[config.mk]
export PLATFORM = sky130hd
export DESIGN_NAME = c16_snd
export DESIGN_NICKNAME = d
export VERILOG_FILES = /design/src/rtl/c16_snd_pkg.sv /design/src/rtl/c16_snd_voice.sv /design/src/rtl/c16_snd.sv
export SDC_FILE = /design/constraint.sdc
export NUM_CORES = 1
export LEC_CHECK = 0
export ABC_AREA = 1
export ABC_CLOCK_PERIOD_IN_PS = 2800
export BUFFER_PORTS_ARGS = -buffer_cell sky130_fd_sc_hd__buf_4
export CORE_ASPECT_RATIO = 1.75
export CORE_MARGIN = 8
export CORE_UTILIZATION = 50
export CTS_CLUSTER_DIAMETER = 200
export DETAILED_ROUTE_END_ITERATION = 10
export GPL_ROUTABILITY_DRIVEN = 1
export PLACE_DENSITY = 0.69
export SYNTH_ARGS = -nofsm -noshare
export SYNTH_HDL_FRONTEND = slang
export SYNTH_SLANG_ARGS = --single-unit
[constraint.sdc]
create_clock -name clk -period 2.8 [get_ports clk]
set_input_delay 0.28 -clock clk [delete_from_list [all_inputs] [get_ports clk]]
set_output_delay 0.28 -clock clk [all_outputs]
set_load 0.01 [all_outputs]
[src/rtl/c16_snd_pkg.sv]
`default_nettype none
// +----------------------------------------------------------------------------+
// | Module      : c16_snd_pkg                                                  |
// | Description : Shared codes, control-bit positions and mixer states for the |
// |               c16 square-wave tone generator.                              |
// | Revision    : 1.0                                                          |
// +----------------------------------------------------------------------------+
package c16_snd_pkg;

    localparam logic [1:0] P_PERIOD = 2'd0;
    localparam logic [1:0] P_VOLUME = 2'd1;
    localparam logic [1:0] P_CTRL   = 2'd2;
    localparam logic [1:0] P_GLOBAL = 2'd3;

    localparam int CTRL_EN    = 0;
    localparam int CTRL_PRST  = 1;
    localparam int CTRL_NOISE = 2;

    typedef enum logic [1:0] {
        S_IDLE = 2'd0,
        S_MIX  = 2'd1,
        S_OUT  = 2'd2
    } mix_state_e;

    localparam logic [14:0] LFSR_SEED = 15'h0001;

endpackage
`default_nettype wire

[src/rtl/c16_snd_voice.sv]
`default_nettype none
// +----------------------------------------------------------------------------+
// | Module      : c16_snd_voice                                                |
// | Description : One tone voice: period/volume/ctrl registers, phase counter, |
// |               level bit and signed mixer contribution. The LFSR noise      |
// |               source exists only when C16_SND_NOISE_EN is defined.         |
// | Revision    : 1.0                                                          |
// +----------------------------------------------------------------------------+
module c16_snd_voice
    import c16_snd_pkg::*;
(
    input  logic               clk,
    input  logic               reset,
    input  logic               tick_i,
    input  logic               we_i,
    input  logic [1:0]         param_i,
    input  logic [15:0]        val_i,
    output logic signed [15:0] contrib_o
);

    logic [15:0] period_q, period_d;
    logic [7:0]  volume_q, volume_d;
    logic        en_q,     en_d;
    logic [15:0] cnt_q,    cnt_d;
    logic        level_q,  level_d;
    logic        expire;
`ifdef C16_SND_NOISE_EN
    logic        noise_q,  noise_d;
    logic [14:0] lfsr_q,   lfsr_d;
`endif

    // Widened compare so counter+1 cannot wrap at 16'hFFFF.
    assign expire = ({1'b0, cnt_q} + 17'd1) >= {1'b0, period_q};

    always_comb begin
        period_d = period_q;
        volume_d = volume_q;
        en_d     = en_q;
        cnt_d    = cnt_q;
        level_d  = level_q;
`ifdef C16_SND_NOISE_EN
        noise_d  = noise_q;
        lfsr_d   = lfsr_q;
`endif
        if (tick_i && en_q && (period_q != 16'd0)) begin
            if (expire) begin
                cnt_d = 16'd0;
`ifdef C16_SND_NOISE_EN
                if (noise_q) begin
                    lfsr_d  = {lfsr_q[13:0], lfsr_q[14] ^ lfsr_q[13]};
                    level_d = lfsr_q[14] ^ lfsr_q[13];
                end else begin
                    level_d = ~level_q;
                end
`else
                level_d = ~level_q;
`endif
            end else begin
                cnt_d = cnt_q + 16'd1;
            end
        end
        // Applied after the phase update so a same-cycle write wins.
        if (we_i) begin
            case (param_i)
                P_PERIOD: period_d = val_i;
                P_VOLUME: volume_d = val_i[7:0];
                P_CTRL: begin
                    en_d = val_i[CTRL_EN];
`ifdef C16_SND_NOISE_EN
                    noise_d = val_i[CTRL_NOISE];
`endif
                    if (val_i[CTRL_PRST]) begin
                        cnt_d   = 16'd0;
                        level_d = 1'b0;
`ifdef C16_SND_NOISE_EN
                        lfsr_d  = LFSR_SEED;
`endif
                    end
                end
                default: ;
            endcase
        end
    end

    always_ff @(posedge clk) begin
        if (reset) begin
            period_q <= 16'd0;
            volume_q <= 8'd0;
            en_q     <= 1'b0;
            cnt_q    <= 16'd0;
            level_q  <= 1'b0;
`ifdef C16_SND_NOISE_EN
            noise_q  <= 1'b0;
            lfsr_q   <= LFSR_SEED;
`endif
        end else begin
            period_q <= period_d;
            volume_q <= volume_d;
            en_q     <= en_d;
            cnt_q    <= cnt_d;
            level_q  <= level_d;
`ifdef C16_SND_NOISE_EN
            noise_q  <= noise_d;
            lfsr_q   <= lfsr_d;
`endif
        end
    end

    always_comb begin
        contrib_o = 16'sd0;
        if (en_q && (period_q != 16'd0)) begin
            contrib_o = level_q ? $signed({8'd0, volume_q}) : -$signed({8'd0, volume_q});
        end
    end

endmodule
`default_nettype wire

[src/rtl/c16_snd.sv]
`default_nettype none
// +----------------------------------------------------------------------------+
// | Module      : c16_snd                                                      |
// | Description : Multi-voice tone generator: CPU write decode, sample tick,   |
// |               sequential mixer and output sample/strobe registers.         |
// |               Optional noise voices via C16_SND_NOISE_EN.                  |
// | Revision    : 1.0                                                          |
// +----------------------------------------------------------------------------+
module c16_snd
    import c16_snd_pkg::*;
#(
    parameter int NUM_VOICES = 4,
    parameter int TICK_DIV   = 1000
)(
    input  logic               clk,
    input  logic               reset,
    input  logic               snd_wen,
    input  logic [1:0]         w_param,
    input  logic [10:0]        w_index,
    input  logic [15:0]        w_val,
    output logic signed [15:0] sample,
    output logic               sample_valid
);

    localparam int C_VW    = $clog2(NUM_VOICES);
    localparam int C_TW    = $clog2(TICK_DIV);
    localparam int C_SHIFT = 7 - C_VW;
    localparam logic [C_TW-1:0] C_TICK_LAST  = C_TW'(TICK_DIV - 1);
    localparam logic [C_VW-1:0] C_VOICE_LAST = C_VW'(NUM_VOICES - 1);

    generate
        if ((NUM_VOICES < 2) || (NUM_VOICES > 8) ||
            ((NUM_VOICES & (NUM_VOICES - 1)) != 0)) begin : g_bad_voices
            $error("c16_snd: NUM_VOICES must be a power of two in 2..8");
        end
        if (TICK_DIV < NUM_VOICES + 2) begin : g_bad_div
            $error("c16_snd: TICK_DIV must be at least NUM_VOICES+2");
        end
    endgenerate

    logic                  tick;
    logic                  idx_ok;
    logic [NUM_VOICES-1:0] voice_we;
    logic signed [15:0]    contrib [NUM_VOICES];

    logic [C_TW-1:0]    tick_cnt_q;
    mix_state_e         state_q,  state_d;
    logic [C_VW-1:0]    vidx_q,   vidx_d;
    logic signed [15:0] acc_q,    acc_d;
    logic signed [15:0] acc_sum;
    logic               mute_q,   mute_d;
    logic signed [15:0] sample_q, sample_d;
    logic               valid_q,  valid_d;

    assign idx_ok = (w_index[10:C_VW] == '0);

    generate
        for (genvar v = 0; v < NUM_VOICES; v++) begin : g_voice
            assign voice_we[v] = snd_wen && (w_param != P_GLOBAL) && idx_ok &&
                                 (w_index[C_VW-1:0] == C_VW'(v));

            c16_snd_voice u_voice (
                .clk       (clk),
                .reset     (reset),
                .tick_i    (tick),
                .we_i      (voice_we[v]),
                .param_i   (w_param),
                .val_i     (w_val),
                .contrib_o (contrib[v])
            );
        end
    endgenerate

    assign tick = (tick_cnt_q == C_TICK_LAST);

    always_ff @(posedge clk) begin
        if (reset) begin
            tick_cnt_q <= '0;
        end else begin
            tick_cnt_q <= tick ? '0 : tick_cnt_q + C_TW'(1);
        end
    end

    // Voices are read live, so a write during MIX reaches voices not yet visited.
    assign acc_sum = acc_q + contrib[vidx_q];

    always_comb begin
        state_d  = state_q;
        vidx_d   = vidx_q;
        acc_d    = acc_q;
        sample_d = sample_q;
        valid_d  = 1'b0;
        mute_d   = (snd_wen && (w_param == P_GLOBAL)) ? w_val[0] : mute_q;
        case (state_q)
            S_IDLE: begin
                if (tick) begin
                    state_d = S_MIX;
                    vidx_d  = '0;
                    acc_d   = 16'sd0;
                end
            end
            S_MIX: begin
                acc_d  = acc_sum;
                vidx_d = vidx_q + C_VW'(1);
                // Output registers load on this edge so the strobe and data coincide in OUT.
                if (vidx_q == C_VOICE_LAST) begin
                    state_d  = S_OUT;
                    sample_d = mute_q ? 16'sd0 : (acc_sum <<< C_SHIFT);
                    valid_d  = 1'b1;
                end
            end
            S_OUT:   state_d = S_IDLE;
            default: state_d = S_IDLE;
        endcase
    end

    always_ff @(posedge clk) begin
        if (reset) begin
            state_q  <= S_IDLE;
            vidx_q   <= '0;
            acc_q    <= 16'sd0;
            mute_q   <= 1'b0;
            sample_q <= 16'sd0;
            valid_q  <= 1'b0;
        end else begin
            state_q  <= state_d;
            vidx_q   <= vidx_d;
            acc_q    <= acc_d;
            mute_q   <= mute_d;
            sample_q <= sample_d;
            valid_q  <= valid_d;
        end
    end

    assign sample       = sample_q;
    assign sample_valid = valid_q;

endmodule
`default_nettype wire

==> metrics <==
Post-Synth XOR/XNOR Area=under 10%; Unique masters post-synth=52; synthesis-to-layout area growth=39.20%; worst min path class=primary input to register; post-synthesis compound-gate area fraction=17.19%; Final Hold Fails=0; syn avg cell area=about 7.0 sq um; pin count of the biggest net entering global routing=44; Slew Viols, Final=0; Setup TNS Final=-3489 ps; max layer used=met4; Area after DPL=14440 sq um; Port Buf Inserts=43; met3 wire len=1709 um; core area=24530 sq um; failing checks=setup timing; post-synthesis mux area share=0.4012%; DRC=0; slew at the pin closest to its max-slew limit=712.7 ps; CTS Buf Count=21; Synth Area in Adders=8.587%; die height=224.9 um; RSZ-0062 raised after global routing=true; total gr overflow=0; Met1 Wirelength=between 10000 and 15000 um; final wirelength=40830 um; WL/cell=17.12 um; via count=about 13000; Tmin final=around 3000 ps; Post-Synth Simple-Gate Area=25.44%; Worst-Skew Late Latency=510 ps; Net count, final=2176; Fmax=332.9 MHz; ANT cells=0; Worst Setup Start Kind=register; dpl cells=around 2300; DIE AREA=between 30000 and 40000 sq um; clk_skew=11.59 ps; LEAKAGE=7.754 nW; 1st-iter DRT viols=791; clk buf depth=3; GRT Util Overall=24.86%; Final Wtd Congestion=around 1; H-tree depth=1; worst vdd ir=0.5170 mV; vias per cell=5.453; post-synthesis sequential area ratio=between 30% and 40%; initial core utilization=a little over 50%; YS warnings=0; setup ws final=-203.8 ps; worst setup path class=register to register; first-pass GRT wire length=between 60000 and 70000 um; number of I/O pins=49; Detailed Place HPWL=27980 um; DR WL met2=21750 um; status=complete, but fails checks; Crit Path Max Fanout=2; largest family of logic cells by synthesized area=simple AND/OR/NAND/NOR gates; Setup WS pre-CTS=-416.5 ps; Max-slew headroom=52.43%; Pwr Total=6.252 mW; Pre-antenna DRT Iters=6; Layout Cells excl Fill=~2400; Filler Cells Inserted=1903; crit share post-route=107.3%; Syn Inst Count=1794; Max Cap Violations=0; vias in the first global route=between 10000 and 15000; layout cells sized above 1=33.86%; initial antenna violation count=0; CP required=3250 ps; Yosys reg bits=206; post-synthesis async set-or-reset flop share=0%; post-route cell area=about 17000 sq um; row count=76; post-route ant nets=0; Arrival @ worst endpoint=3450 ps; pwr/cell area=360.1 nW/um^2; Die Width=135.4 um; clk root buf=clkbuf_16; prevailing post-synth register cell=dfxtp_1; crit end category=register; Final setup viols=41; hold buffer count at cts=0; Post-Syn Area=12470 sq um; Post-synth EDFFs=0; Clock transition at path regs=~70 ps; CTS Sinks=206; TritonCTS clock tree=done
==> metrics by stage <==
stage	util (%)	hold slack, ps
final	70.77	91.42
after global routing	70.77	128.2
after CTS	65.06	88.99
after detailed placement	58.84	435.6
after global placement	58.84	429.0
after floorplan	-	417.5
==> Yosys cell counts, drive strengths merged (4+ instances only) <==
| library cell | number | area share (%) |
|---|---|---|
| ha | 84 | 8.4 |
| or2 | 9 | 0.45 |
| o21ai | 175 | 7.0 |
| o21bai | 5 | 0.30 |
| a21oi | 193 | 7.7 |
| nand2 | 314 | 9.7 |
| xor2 | 53 | 3.7 |
| xnor2 | 14 | 0.98 |
| mux2i | 5 | 0.40 |
| nor2 | 213 | 7.8 |
| inv | 266 | 8.0 |
| nand3 | 69 | 3.0 |
| o221ai | 4 | 0.28 |
| clkbuf | 24 | 0.73 |
| nand4 | 38 | 1.9 |
| a31oi | 10 | 0.50 |
| nor3 | 38 | 1.6 |
| nor4 | 7 | 0.47 |
| buf | 34 | 1.8 |
| dfxtp | 206 | 33 |
| a311oi | 4 | 0.28 |
| o211ai | 4 | 0.24 |
==> cell type report <==
type | count | area (sq um) | area share [%]
Sequential cell | 206 | 4163 | 23.97
Clock buffer | 29 | 605.6 | 3.488
Timing Repair Buffer | 296 | 2377 | 13.69
Inverter | 267 | 1010 | 5.815
Multi-Input combinational cell | 1267 | 8671 | 49.94
Tap cell | 312 | 390.4 | 2.248
Clock inverter | 8 | 146.4 | 0.8431
==> per-layer routing <==
| layer | vias to the layer above | track usage (%) |
|---|---|---|
| li1 | 6371 | - |
| met1 | 6093 | 24.37 |
| met2 | 365 | 47.73 |
| met3 | 177 | 3.393 |
| met4 | 0 | 14.76 |
| met5 | - | 0 |
==> report_power, final <==
part / total [mW] / switching (mW) / internal (mW) / leakage [nW]
Combinational: 0.204 / 0.143 / 0.0611 / 5.72
Clock: 3.12 / 1.23 / 1.88 / 0.367
Sequential: 2.93 / 0.00262 / 2.93 / 1.67
Total: 6.25 / 1.38 / 4.87 / 7.75
==> placed cells by master (no fill, tap or decap), types with 26 or more instances in the layout <==
master   instances
buf_4          272
nand2_1        257
inv_1          231
dfxtp_1        183
a21oi_1        169
o21ai_0        150
nor2_1         120
nor2_2          57
ha_1            50
nand2_2         44
xor2_1          39
nand4_1         38
nand3_1         36
nor2_4          34
inv_2           32
ha_4            31
nand3_2         26
==> critical path, cell delays in order (launching register included) <==
cell and delay, ps:
dfxtp_2 360, ha_4 140, nand4_1 140, nor2_2 190
nand3_2 150, nor2_4 160, xor2_1 180, inv_1 100
ha_4 300, nand2_4 70, nor3_4 260, nand3_2 110
nand3_2 120, nand2_1 70, nand2_1 50, nand2_1 50
nand2_2 110, buf_4 140, nand3_1 90, a21oi_2 150
==> logic make-up (layout without fill, tap and decap cells) <==
logic type | Yosys count | after routing
AO/OA/AOI/OAI | 408 | 408
XOR/XNOR | 67 | 67
adder cells (fa/ha/maj) | 85 | 85
buffers and inverters | 325 | 600
flip-flops | 206 | 206
multiplexers | 5 | 5
other | 1 | 5
AND/OR/NAND/NOR | 697 | 697
==> timing repair <==
item                       CTS  global route
gates cloned                 1             1
pin swaps                   60           169
buffers inserted            26            29
setup endpoints to repair   68            84
gates resized for setup    141           284
==> state kept, by name, indices dropped and copies added, names as in the netlist <==
name and flops:
acc_q 11, g_voice.u_voice.cnt_q 64, g_voice.u_voice.en_q 4, g_voice.u_voice.level_q 4, g_voice.u_voice.period_q 64, g_voice.u_voice.volume_q 32, mute_q 1, sample 11
sample_valid 1, state_q 2, tick_cnt_q 10, vidx_q 2
==> final timing paths <==
kind	start	to	slack [ps]	depth (start not counted)
max	g_voice[3].u_voice.cnt_q[1]	g_voice[3].u_voice.level_q	-200	19
min	w_val[0]	mute_q	90	3
max reg2reg	g_voice[3].u_voice.cnt_q[1]	g_voice[3].u_voice.level_q	-200	19
min reg2reg	tick_cnt_q[0]	tick_cnt_q[0]	440	1
Note: power is estimated with default switching activity, not from simulation.
